[config.mk]
export PLATFORM = sky130hd
export DESIGN_NAME = bnn_window_serializer
export DESIGN_NICKNAME = d
export VERILOG_FILES = /design/src/rtl/pim_pkg.sv /design/src/rtl/bnn_phase_ctr.sv /design/src/rtl/bnn_window_serializer.sv
export SDC_FILE = /design/constraint.sdc
export NUM_CORES = 1
export LEC_CHECK = 0
export CAP_MARGIN = 20
export CORE_ASPECT_RATIO = 1.5
export CORE_UTILIZATION = 38
export CTS_BUF_LIST = sky130_fd_sc_hd__clkbuf_4 sky130_fd_sc_hd__clkbuf_8
export DETAILED_ROUTE_END_ITERATION = 10
export GPL_TIMING_DRIVEN = 0
export HOLD_SLACK_MARGIN = 0.15
export SLEW_MARGIN = 5
export SYNTH_ARGS = -nofsm -noshare
export SYNTH_HDL_FRONTEND = slang
export SYNTH_SLANG_ARGS = --single-unit
[constraint.sdc]
create_clock -name clk -period 3.5 [get_ports clk]
set_input_delay 0.525 -clock clk [delete_from_list [all_inputs] [get_ports clk]]
set_output_delay 0.525 -clock clk [all_outputs]
set_load 0.05 [all_outputs]
[src/rtl/pim_pkg.sv]
`default_nettype none
// ============================================================================
//  Module      : pim_pkg (package)
//  Description : Shared constants, types and helpers for the PIM binary-conv
//                datapath stages that run in lockstep with shift_adder.
//                  KERNAL_DEFAULT  default kernel edge size
//                  win_len(k)      window length k*k
//                  PH_W_DEFAULT    phase counter width (2**PH_W >= window)
//                  win_vec_t       one window's worth of binary values
//                  buf_entry_t     {act, wgt, vld} window buffer entry
//  Revision    : 1.0  initial release
// ============================================================================
package pim_pkg;

    localparam int KERNAL_DEFAULT = 3;

    function automatic int win_len(input int k);
        return k * k;
    endfunction

    localparam int WIN_LEN_DEFAULT = win_len(KERNAL_DEFAULT);

    // Must cover 0..N-1; the downstream 4-bit accumulator caps N at 15.
    localparam int PH_W_DEFAULT = 4;

    typedef logic [WIN_LEN_DEFAULT-1:0] win_vec_t;

    typedef struct packed {
        win_vec_t act;
        win_vec_t wgt;
        logic     vld;
    } buf_entry_t;

endpackage : pim_pkg
`default_nettype wire

[src/rtl/bnn_phase_ctr.sv]
`default_nettype none
// ============================================================================
//  Module      : bnn_phase_ctr
//  Description : Free-running 0..N-1 window phase counter that mirrors the
//                shift_adder window counter (same clk, same rst), plus the
//                strobes derived from it.
//  Ports       : clk          clock
//                rst          asynchronous active-high reset
//                o_phase      current phase, 0..N-1
//                o_swap       high at phase N-2 (next edge is the swap edge)
//                o_win_start  high at phase N-1
//  Revision    : 1.0  initial release
// ============================================================================
module bnn_phase_ctr
    import pim_pkg::*;
#(
    parameter int N    = WIN_LEN_DEFAULT,
    parameter int PH_W = PH_W_DEFAULT
)(
    input  logic            clk,
    input  logic            rst,
    output logic [PH_W-1:0] o_phase,
    output logic            o_swap,
    output logic            o_win_start
);

    localparam logic [PH_W-1:0] c_LAST = PH_W'(N - 1);
    localparam logic [PH_W-1:0] c_PRE  = PH_W'(N - 2);

    logic [PH_W-1:0] r_phase;

    always_ff @(posedge clk or posedge rst) begin
        if (rst) begin
            r_phase <= '0;
        end else if (r_phase == c_LAST) begin
            r_phase <= '0;
        end else begin
            r_phase <= r_phase + PH_W'(1);
        end
    end

    assign o_phase     = r_phase;
    assign o_swap      = (r_phase == c_PRE);
    assign o_win_start = (r_phase == c_LAST);

endmodule : bnn_phase_ctr
`default_nettype wire

[src/rtl/bnn_window_serializer.sv]
`default_nettype none
// ============================================================================
//  Module      : bnn_window_serializer
//  Description : Accepts one KxK binary activation window plus weight vector
//                per valid/ready handshake and serialises the element-wise
//                product, one bit per clock, phase-locked to the downstream
//                shift_adder window counter. A pending + active buffer pair
//                lets back-to-back windows stream without bubbles.
//  Build macro : PIM_XNOR_MODE_EN  product = ~(act ^ wgt) (+/-1 encoding);
//                                  undefined: product = act & wgt.
//  Ports       : clk        clock
//                rst        asynchronous active-high reset
//                win_valid  producer offers a window
//                win_ready  window accepted this edge if win_valid is high
//                act        activations, bit i = element i (row-major)
//                wgt        weights, same ordering
//                bit_out    product bit, drives shift_adder.in
//                win_start  bit_out carries element 0 of a window
//                sum_valid  shift_adder.out holds a complete real window sum
//                underrun   one-cycle pulse: a window slot began with no data
//  Revision    : 1.0  initial release
// ============================================================================
module bnn_window_serializer
    import pim_pkg::*;
#(
    parameter int kernal = KERNAL_DEFAULT,
    parameter int PH_W   = PH_W_DEFAULT
)(
    input  logic                     clk,
    input  logic                     rst,
    input  logic                     win_valid,
    output logic                     win_ready,
    input  logic [kernal*kernal-1:0] act,
    input  logic [kernal*kernal-1:0] wgt,
    output logic                     bit_out,
    output logic                     win_start,
    output logic                     sum_valid,
    output logic                     underrun
);

    localparam int N = win_len(kernal);

    typedef struct packed {
        logic [N-1:0] act;
        logic [N-1:0] wgt;
        logic         vld;
    } entry_t;

    logic [PH_W-1:0] w_phase;
    logic            w_swap;
    logic            w_win_start;
    logic            w_accept;
    logic [PH_W-1:0] w_idx;
    logic [N-1:0]    w_prod_vec;

    entry_t r_pend;
    entry_t r_act;
    logic   r_done_vld;
    logic   r_armed;
    logic   r_underrun;
    logic   r_alive;

    bnn_phase_ctr #(
        .N    (N),
        .PH_W (PH_W)
    ) u_phase_ctr (
        .clk         (clk),
        .rst         (rst),
        .o_phase     (w_phase),
        .o_swap      (w_swap),
        .o_win_start (w_win_start)
    );

    // r_alive holds off the handshake until the first edge after reset so
    // that nothing is accepted while the phase counter is still in reset.
    assign win_ready = r_alive & (~r_pend.vld | w_swap);
    assign w_accept  = win_valid & win_ready;

    always_ff @(posedge clk or posedge rst) begin
        if (rst) begin
            r_pend     <= '0;
            r_act      <= '0;
            r_done_vld <= 1'b0;
            r_armed    <= 1'b0;
            r_underrun <= 1'b0;
            r_alive    <= 1'b0;
        end else begin
            r_alive <= 1'b1;

            // Swap edge: pending (possibly empty) becomes the active window;
            // the window that just finished is remembered for sum_valid.
            if (w_swap) begin
                r_act      <= r_pend;
                r_done_vld <= r_act.vld;
                r_underrun <= r_armed & ~r_pend.vld;
            end else begin
                r_underrun <= 1'b0;
            end

            // A transfer on the swap edge refills pending right behind the
            // window that is moving to active, so ordering is preserved.
            if (w_accept) begin
                r_pend.act <= act;
                r_pend.wgt <= wgt;
                r_pend.vld <= 1'b1;
                r_armed    <= 1'b1;
            end else if (w_swap) begin
                r_pend.vld <= 1'b0;
            end
        end
    end

    // Element presented this cycle: element 0 at phase N-1 so that the
    // accumulator's window boundary lines up with ours.
    assign w_idx = w_win_start ? '0 : (w_phase + PH_W'(1));

`ifdef PIM_XNOR_MODE_EN
    assign w_prod_vec = ~(r_act.act ^ r_act.wgt);
`else
    assign w_prod_vec = r_act.act & r_act.wgt;
`endif

    // An empty active slot always emits 0, in either product encoding.
    assign bit_out   = r_act.vld & w_prod_vec[w_idx];
    assign win_start = w_win_start;
    assign sum_valid = w_win_start & r_done_vld;
    assign underrun  = r_underrun;

endmodule : bnn_window_serializer
`default_nettype wire

==> metrics <==
status completed; initial antenna violation count 0; post-detail-place hpwl 2430 um; routed wl met2 1790 um; Final GP Congestion 0.771; GR Overflow Total 0; most frequent cells in the layout dfrtp_1 (46), mux2_2 (37), clkdlybuf4s50_1 (24), nand2_1 (7), clkbuf_8 (5); initial drt markers 22; met3 WL 104 um; PnR worst setup slack 0.478 ns; Starting Density 0.398; PortBufs 25; YS warnings 0; WL final 3230 um; crit path to bit_out; first-pass GRT wire length 5420 um; Netlist cell types 32; pre-CTS setup slack 0.401 ns; crit end category output port; Slowest cell on crit path dfrtp_1; critical path depth 8; WL per Instance 13.8 um; HP Class in -> async; Setup crit start kind flip-flop; fin crit period 3.02 ns; Final #Nets 191; std cell rows 31; clock buffer count from CTS 5; WL met1 1310 um; Layout Cells excl Fill 234; number of remaining DRC errors 0; die area 5420 sq um; Routed Antenna Nets 0; Cells after Synth 135; max incr delay on CP 0.54 ns; Tcrit/Tclk final 0.864; # setup viols final 0; hold buffers post-CTS 0; share of the yosys chip area belonging to registers 0.591; Syn Std Cell Area 1950 sq um; CP Max Fanout 8; leakage 1.03 nW; DR vias 1110; vias in the first global route 1203; Rel. slew slack 0.666; DP Cell Count 227; Clk Latency, worst-skew pair 0.28 ns; max-cap violations 0; register clock-pin slew on the reported worst setup and hold paths 0.08 ns; worst path required time 2.97 ns; vias per cell 4.74; actual slew at the worst max-slew pin 0.500 ns; worst reg2reg endpoint r_pend[4]; placed instance area 2300 sq um; Fin Setup TNS 0 ns; Tot Pwr 1.20 mW; Hold Fails Final Rpt 0; syn nets 158; Max IR drop VDD 0.315 mV; TritonCTS clock tree yes; delay-heaviest family, CP flip-flops; final instance area 2390 sq um; core area 4890 sq um; most common cell after layout, fill and taps aside dfrtp_1; CTS root buffer clkbuf_8; Layout Area Growth over Synthesis 22.6%; Fmax achieved 331 MHz; CTS Buffer Depth 2; number of buffers and inverters on the critical path 3; worst reg2reg setup slack 1.60 ns; Max Slew Vio Count 0; WS Path Type reg -> out; Pwr per Cell Area 501 nW/um^2; top sig layer met4; GRT Overall Usage 0.139; post-synthesis area per instance 14.4 sq um; worst reg-to-reg path cell count 6; die width 60.4 um; Clock Skews 0.00467 ns; 1st-pass router iterations 3; RSZ-0062 raised after global routing no; Die H 89.7 um; Clock Sinks 46; Worst EP arrival 2.50 ns; worst setup path startpoint u_phase_ctr.o_phase[0]; layout cells sized above 1 0.339; H-Tree Depth 2; largest net degree at the start of global routing 39; #FFs+latches synth 46; CP Cell Sequence inv_1 -> ha_1 -> and3b_1 -> buf_6 -> nor2_4 -> mux2_4 -> a221o_1 -> dlymetal6s2s_1; Boundary Pins 26; r2r startpoint u_phase_ctr.o_phase[0]; # diodes 0
[logic make-up (layout without fill, tap and decap cells)]
kind of cell,count (synthesis),count (layout),synth area share
flip-flops,46,46,0.591
AO/OA/AOI/OAI,12,12,0.0469
multiplexers,39,39,0.227
AND/OR/NAND/NOR,25,25,0.0881
adder cells (fa/ha/maj),2,2,0.0129
buffers and inverters,10,43,0.0321
other,1,1,0.00193
[worst min path at each step]
stage	startpoint	endpoint	slack (ns)	depth (start not counted)
final	rst	r_pend[9]	0.46	2
after global routing	rst	r_pend[7]	0.47	2
after CTS	rst	r_pend[9]	0.46	2
after detailed placement	r_armed	r_armed	0.46	1
after global placement	r_armed	r_armed	0.44	1
after floorplan	r_armed	r_armed	0.43	1
[synthesized netlist by cell type]
| cell type | number | area (sq um) |
|---|---|---|
| o211ai_2 | 1 | 12.5 |
| and2_1 | 2 | 12.5 |
| a221o_1 | 1 | 10.0 |
| or3b_1 | 1 | 8.76 |
| o21ai_0 | 3 | 15.0 |
| buf_6 | 3 | 33.8 |
| a21o_1 | 1 | 7.51 |
| nand4b_1 | 1 | 8.76 |
| nand2b_1 | 1 | 6.26 |
| nor2_4 | 1 | 11.3 |
| a21oi_1 | 1 | 5.00 |
| nor2b_1 | 1 | 6.26 |
| nor3b_1 | 2 | 15.0 |
| and3_1 | 1 | 6.26 |
| nand3b_4 | 1 | 20.0 |
| o2111ai_1 | 1 | 8.76 |
| ha_1 | 2 | 25.0 |
| mux2_2 | 37 | 417 |
| nand3b_1 | 1 | 7.51 |
| a21boi_2 | 1 | 11.3 |
| inv_1 | 5 | 18.8 |
| and3b_2 | 1 | 10.0 |
| dfrtp_1 | 46 | 1150 |
| nand3_1 | 3 | 15.0 |
| mux2_4 | 1 | 15.0 |
| mux2i_1 | 1 | 10.0 |
| nand2_1 | 7 | 26.3 |
| buf_2 | 2 | 10.0 |
| a211oi_1 | 2 | 15.0 |
| and3b_1 | 2 | 17.5 |
| o22ai_1 | 1 | 6.26 |
| conb_1 | 1 | 3.75 |
[where the power goes]
part	leakage (nW)	internal, mW	switching (mW)
sequential	0.537	0.642	0.0549
combinational	0.443	0.124	0.0677
clock	0.0452	0.153	0.154
[state kept, by name, summed over array words and instances, names as in the netlist]
name and count:
u_phase_ctr.o_phase 4, underrun 1, r_alive 1, r_armed 1, r_act 19, r_done_vld 1, r_pend 19
[through the flow]
step | hold WS [ns] | util
after floorplan | 0.425 | -
after global placement | 0.441 | 0.466
after detailed placement | 0.460 | 0.471
after CTS | 0.464 | 0.488
after global routing | 0.468 | 0.488
final | 0.463 | 0.488
[repair_timing]
item	in CTS	in global routing
setup endpoints to repair	0	1
setup buffers	0	0
resized for setup	0	1
[per-layer routing]
layer / up-vias / GRT usage
li1: 538 / -
met1: 552 / 0.152
met2: 18 / 0.254
met3: 2 / 0.0344
met4: 0 / 0.0496
met5: - / 0
[area by class of cell]
type	instances	area, sq um
clock buffers	7	83.8
multi-input cells	79	733
flip-flops and latches	46	1150
fillers	471	2500
inverters	5	18.8
well taps	66	82.6
plain buffers	5	43.8
repair buffers	26	273
(Power assumes the default switching activity.)
==> RTL change 1: new RTL, same flow settings <==
Put one more register stage on the output `underrun`, cleared by the reset. The value now appears one clock later. The other outputs are not delayed to match. Comments in the files are not updated.
--- a/src/rtl/bnn_window_serializer.sv
+++ b/src/rtl/bnn_window_serializer.sv
@@ -124,7 +124,13 @@
     assign bit_out   = r_act.vld & w_prod_vec[w_idx];
     assign win_start = w_win_start;
     assign sum_valid = w_win_start & r_done_vld;
-    assign underrun  = r_underrun;
+    always_ff @(posedge clk or posedge rst) begin
+        if (rst) begin
+            underrun <= '0;
+        end else begin
+            underrun <= r_underrun;
+        end
+    end
 
 endmodule : bnn_window_serializer
 `default_nettype wire
Check against the original RTL: no difference found for any inputs over 10 cycles, from zero or initial values and one cycle with rst high; that may be too few to reach the edited logic, so the function may still have changed.
==> RTL change 1 against the unedited design <==
Worst setup slack gained 32 ps; power grew 5.6%; synthesized area grew 1.3%; wire length grew 3.7%; largest cell class unchanged; sequential cell count grew 1; cell count grew 0.85%; critical endpoint unchanged; design area grew 1.9%.
==> RTL change 1: results (changes against the unedited design) <==
run_status:
  outcome: "completed"
drt:
  drt-initial-drc-count: 43  # +95%
  vias: 1135  # +2.3%
  drt_pass1_iterations: 4  # +1
  via_per_inst: 4.81  # +1.4%
  wirelength_um: 3350  # +3.7%
clock_tree:
  clk_pin_slew_worst_paths_ps: 80  # about the same
  clock_latency_ps: 300  # +20 ps
  cts_root_buf: "clkbuf_8"
sta:
  maxSlewHeadroom_pct: 66.6  # about the same
  fin_skew_ps: 5.73  # +1.06 ps
synthesis:
  synth_area_per_cell_um2: 14.5  # +0.54%
  synthFlopType: "dfrtp_1"
  syn_nets: 159  # +0.63%
  synth_common_cells: "dfrtp_1 (47), mux2_2 (37), nand2_1 (7)"
  yosysSeqAreaShare_pct: 59.6  # +0.52 points
  synth_area_leaders: "dfrtp_1 (60%), mux2_2 (21%), buf_6 (1.7%)"
power:
  p_leak_nw: 1.05  # +2.3%
  peakVddDrop_mv: 0.296  # -6.0%
  power.density_nw_per_um2: 520  # +3.7%
cells_and_area:
  drive_gt1_share_pct: 34.1  # +0.19 points
  fin_nets: 192  # +0.52%
  fillerInstances: 460  # -2.3%
placement:
  dp_cells: 228  # +0.44%
  dpl_cell_area_um2: 2320  # +1.1%
  gp_congestion: 0.713  # -7.5%
  hpwl_um: 2560  # +5.4%
  pre_cts_ws_ps: 439  # +37.8 ps
  port_buffers: 25  # unchanged
global_route:
  grtUsageTotal_pct: 14.6  # +0.76 points
  antenna_found_initial: 0  # unchanged
  grt_pass1_vias: 1249  # +3.8%
  grt_pass1_wl_um: 5730  # +5.7%
  grt_max_degree: 31  # -21%
hold_path:
  hp-class: "reg -> reg"
setup_path:
  arrival_ps: 2470  # -30 ps
  max_stage_delay_ps: 500  # -40 ps
  cp_slowest_cell: "dfrtp_1"
==> RTL change 1: cell count changes after synthesis <==
cell,delta
dfrtp_1,+1
==> RTL change 1: worst paths after layout <==
path,from,end,slack (ps),depth (start not counted)
setup / recovery,u_phase_ctr.o_phase[0],bit_out,510,8
hold / removal,r_underrun,underrun,360,0
setup reg to reg,u_phase_ctr.o_phase[0],r_pend[12],1680,6
hold reg to reg,r_underrun,underrun,360,0
max in group asynchronous,rst,r_act[9],2490,3
min in group asynchronous,rst,underrun,520,2
==> RTL change 1: area by class of cell <==
type | instances | share of cell area [%]
flip-flops and latches | 47 | 48.4
multi-input cells | 79 | 30.2
plain buffers | 5 | 1.80
clock buffers | 8 | 4.27
repair buffers | 26 | 11.2
inverters | 5 | 0.772
well taps | 66 | 3.40
==> RTL change 1: critical path: cells and delay by family (launching register included) <==
kind	cells	cell delay (ps)
multiplexers	1	310
flip-flops	1	500
AO/OA/AOI/OAI	1	310
buffers and inverters	3	530
adder cells (fa/ha/maj)	1	240
AND/OR/NAND/NOR	2	290
==> RTL change 1: per-layer routing <==
layer | routed length [um] | GRT usage [%] | vias to the layer above
li1 | - | - | 540
met1 | 1350 | 16.7 | 570
met2 | 1830 | 24.5 | 19
met3 | 101 | 3.88 | 6
met4 | 75 | 6.82 | 0
met5 | 0 | 0 | -
==> RTL change 1: where the power goes <==
| group | internal [mW] | total (mW) | switching [mW] |
|---|---|---|---|
| clock | 0.188 | 0.359 | 0.170 |
| sequential | 0.653 | 0.711 | 0.0581 |
| combinational | 0.125 | 0.193 | 0.0688 |
| total | 0.966 | 1.26 | 0.297 |
==> RTL change 1: repair_timing <==
item,CTS,global route
gates resized for setup,0,1
endpoints found under the setup margin,0,1
buffers inserted,0,0
==> RTL change 1: cells by family after synthesis <==
group                      Yosys count  synth area share (%)
AOI/OAI and AO/OA                   12                  4.63
buffers and inverters               10                  3.17
DFF                                 47                  59.6
other                                1                 0.190
adders and majority gates            2                  1.27
muxes                               39                  22.4
and+or+nand+nor                     25                  8.69
==> RTL change 2: new RTL, same flow settings <==
Without the edit above. Change the package constant `KERNAL_DEFAULT` from 3 to 2.
--- a/src/rtl/pim_pkg.sv
+++ b/src/rtl/pim_pkg.sv
@@ -12,7 +12,7 @@
 // ============================================================================
 package pim_pkg;
 
-    localparam int KERNAL_DEFAULT = 3;
+    localparam int KERNAL_DEFAULT = 2;
 
     function automatic int win_len(input int k);
         return k * k;
Interface: changed (resized act and wgt); port bits go from 26 to 16. No check against the original RTL was run, so the function may have changed too.
==> RTL change 2 against the unedited design <==
Sequential cell count is 20 lower; non-clock buffer count decreased by 12; wire length fell by 49%; synthesized area down 46%; first-iteration DRC count fell by 86%; design area down 44%; worst setup slack improved by 60 ps; power fell by 47%; count of clock-buffer cells in the layout fell by 3; critical path type unchanged.
==> RTL change 2: results (changes against the unedited design) <==
cells_and_area:
  fillerInstances: 264  # -44%
  seq_area_um2: 651  # -43%
  multi_input_cells: 64  # -19%
  clk_share_pct: 4.12  # +0.61 points
  fin_nets: 130  # -32%
  stdcell_area_um2: 1340  # -44%
  n_all_inverters: 3  # -2
  drive_gt1_share_pct: 14.7  # -19 points
  multi_input_area_share_pct: 28.6  # -2.2 points
synthesis:
  synth.distinct_cells: 20  # -38%
  yosysSeqAreaShare_pct: 61.8  # +2.7 points
  synth-xor-area-share_pct: 0.832  # +0.83 points
  synth_mux_area_share_pct: 9.51  # -13 points
  synthCells: 95  # -30%
  synthAdderAreaFrac_pct: 2.38  # +1.1 points
  syn_nets: 108  # -32%
  ys_seq_elements: 26  # -43%
clock_tree:
  numCtsBuffers: 3  # -2
sta:
  hold_slack_ps: 446  # -17.3 ps
setup_path:
  path_delay_family: "buffers and inverters"
  cp_max_fo: 6  # -2
  cp_slowest_cell: "clkdlybuf4s50_1"
drt:
  met3RoutedLength_um: 25  # -76%
  wl_met1_um: 802  # -39%
  met2_length_um: 795  # -56%
  wl_per_cell_um: 10.8  # -22%
  drt-initial-drc-count: 3  # -86%
  vias: 683  # -38%
placement:
  dpl_cell_area_um2: 1250  # -45%
  gp_congestion: 0.756  # -1.9%
  port_buffers: 15  # -40%
power:
  pg_comb_uw: 80.7  # -58%
  p_leak_nw: 0.608  # -41%
  peakVddDrop_mv: 0.202  # -36%
  sequentialPowerShare_pct: 57.0  # -1.3 points
  switching_power_uw: 146  # -47%
global_route:
  use_met1_pct: 17.3  # +2.1 points
  grtUsageTotal_pct: 13.5  # -0.32 points
run_status:
  outcome: "completed"
die:
  tap_cells: 37  # -44%
## RTL change 2: cell count changes after synthesis, moves of 2 or more
| cell | unedited run | this run |
|---|---|---|
| a211oi_1 | 2 | 0 |
| and3b_1 | 2 | 0 |
| buf_6 | 3 | 0 |
| dfrtp_1 | 46 | 26 |
| inv_1 | 5 | 3 |
| mux2_2 | 37 | 8 |
| nand2_1 | 7 | 36 |
| o21ai_0 | 3 | 1 |
## RTL change 2: worst max-delay path by stage
stage / start / endpoint / slack (ps) / cells past startpoint
2_1_floorplan: u_phase_ctr.o_phase[0] / bit_out / 420 / 3
4_1_cts: u_phase_ctr.o_phase[0] / bit_out / 500 / 4
3_5_place_dp: u_phase_ctr.o_phase[0] / bit_out / 810 / 4
5_1_grt: u_phase_ctr.o_phase[0] / bit_out / 350 / 5
3_3_place_gp: u_phase_ctr.o_phase[0] / bit_out / 850 / 4
6_report: u_phase_ctr.o_phase[0] / win_ready / 540 / 7
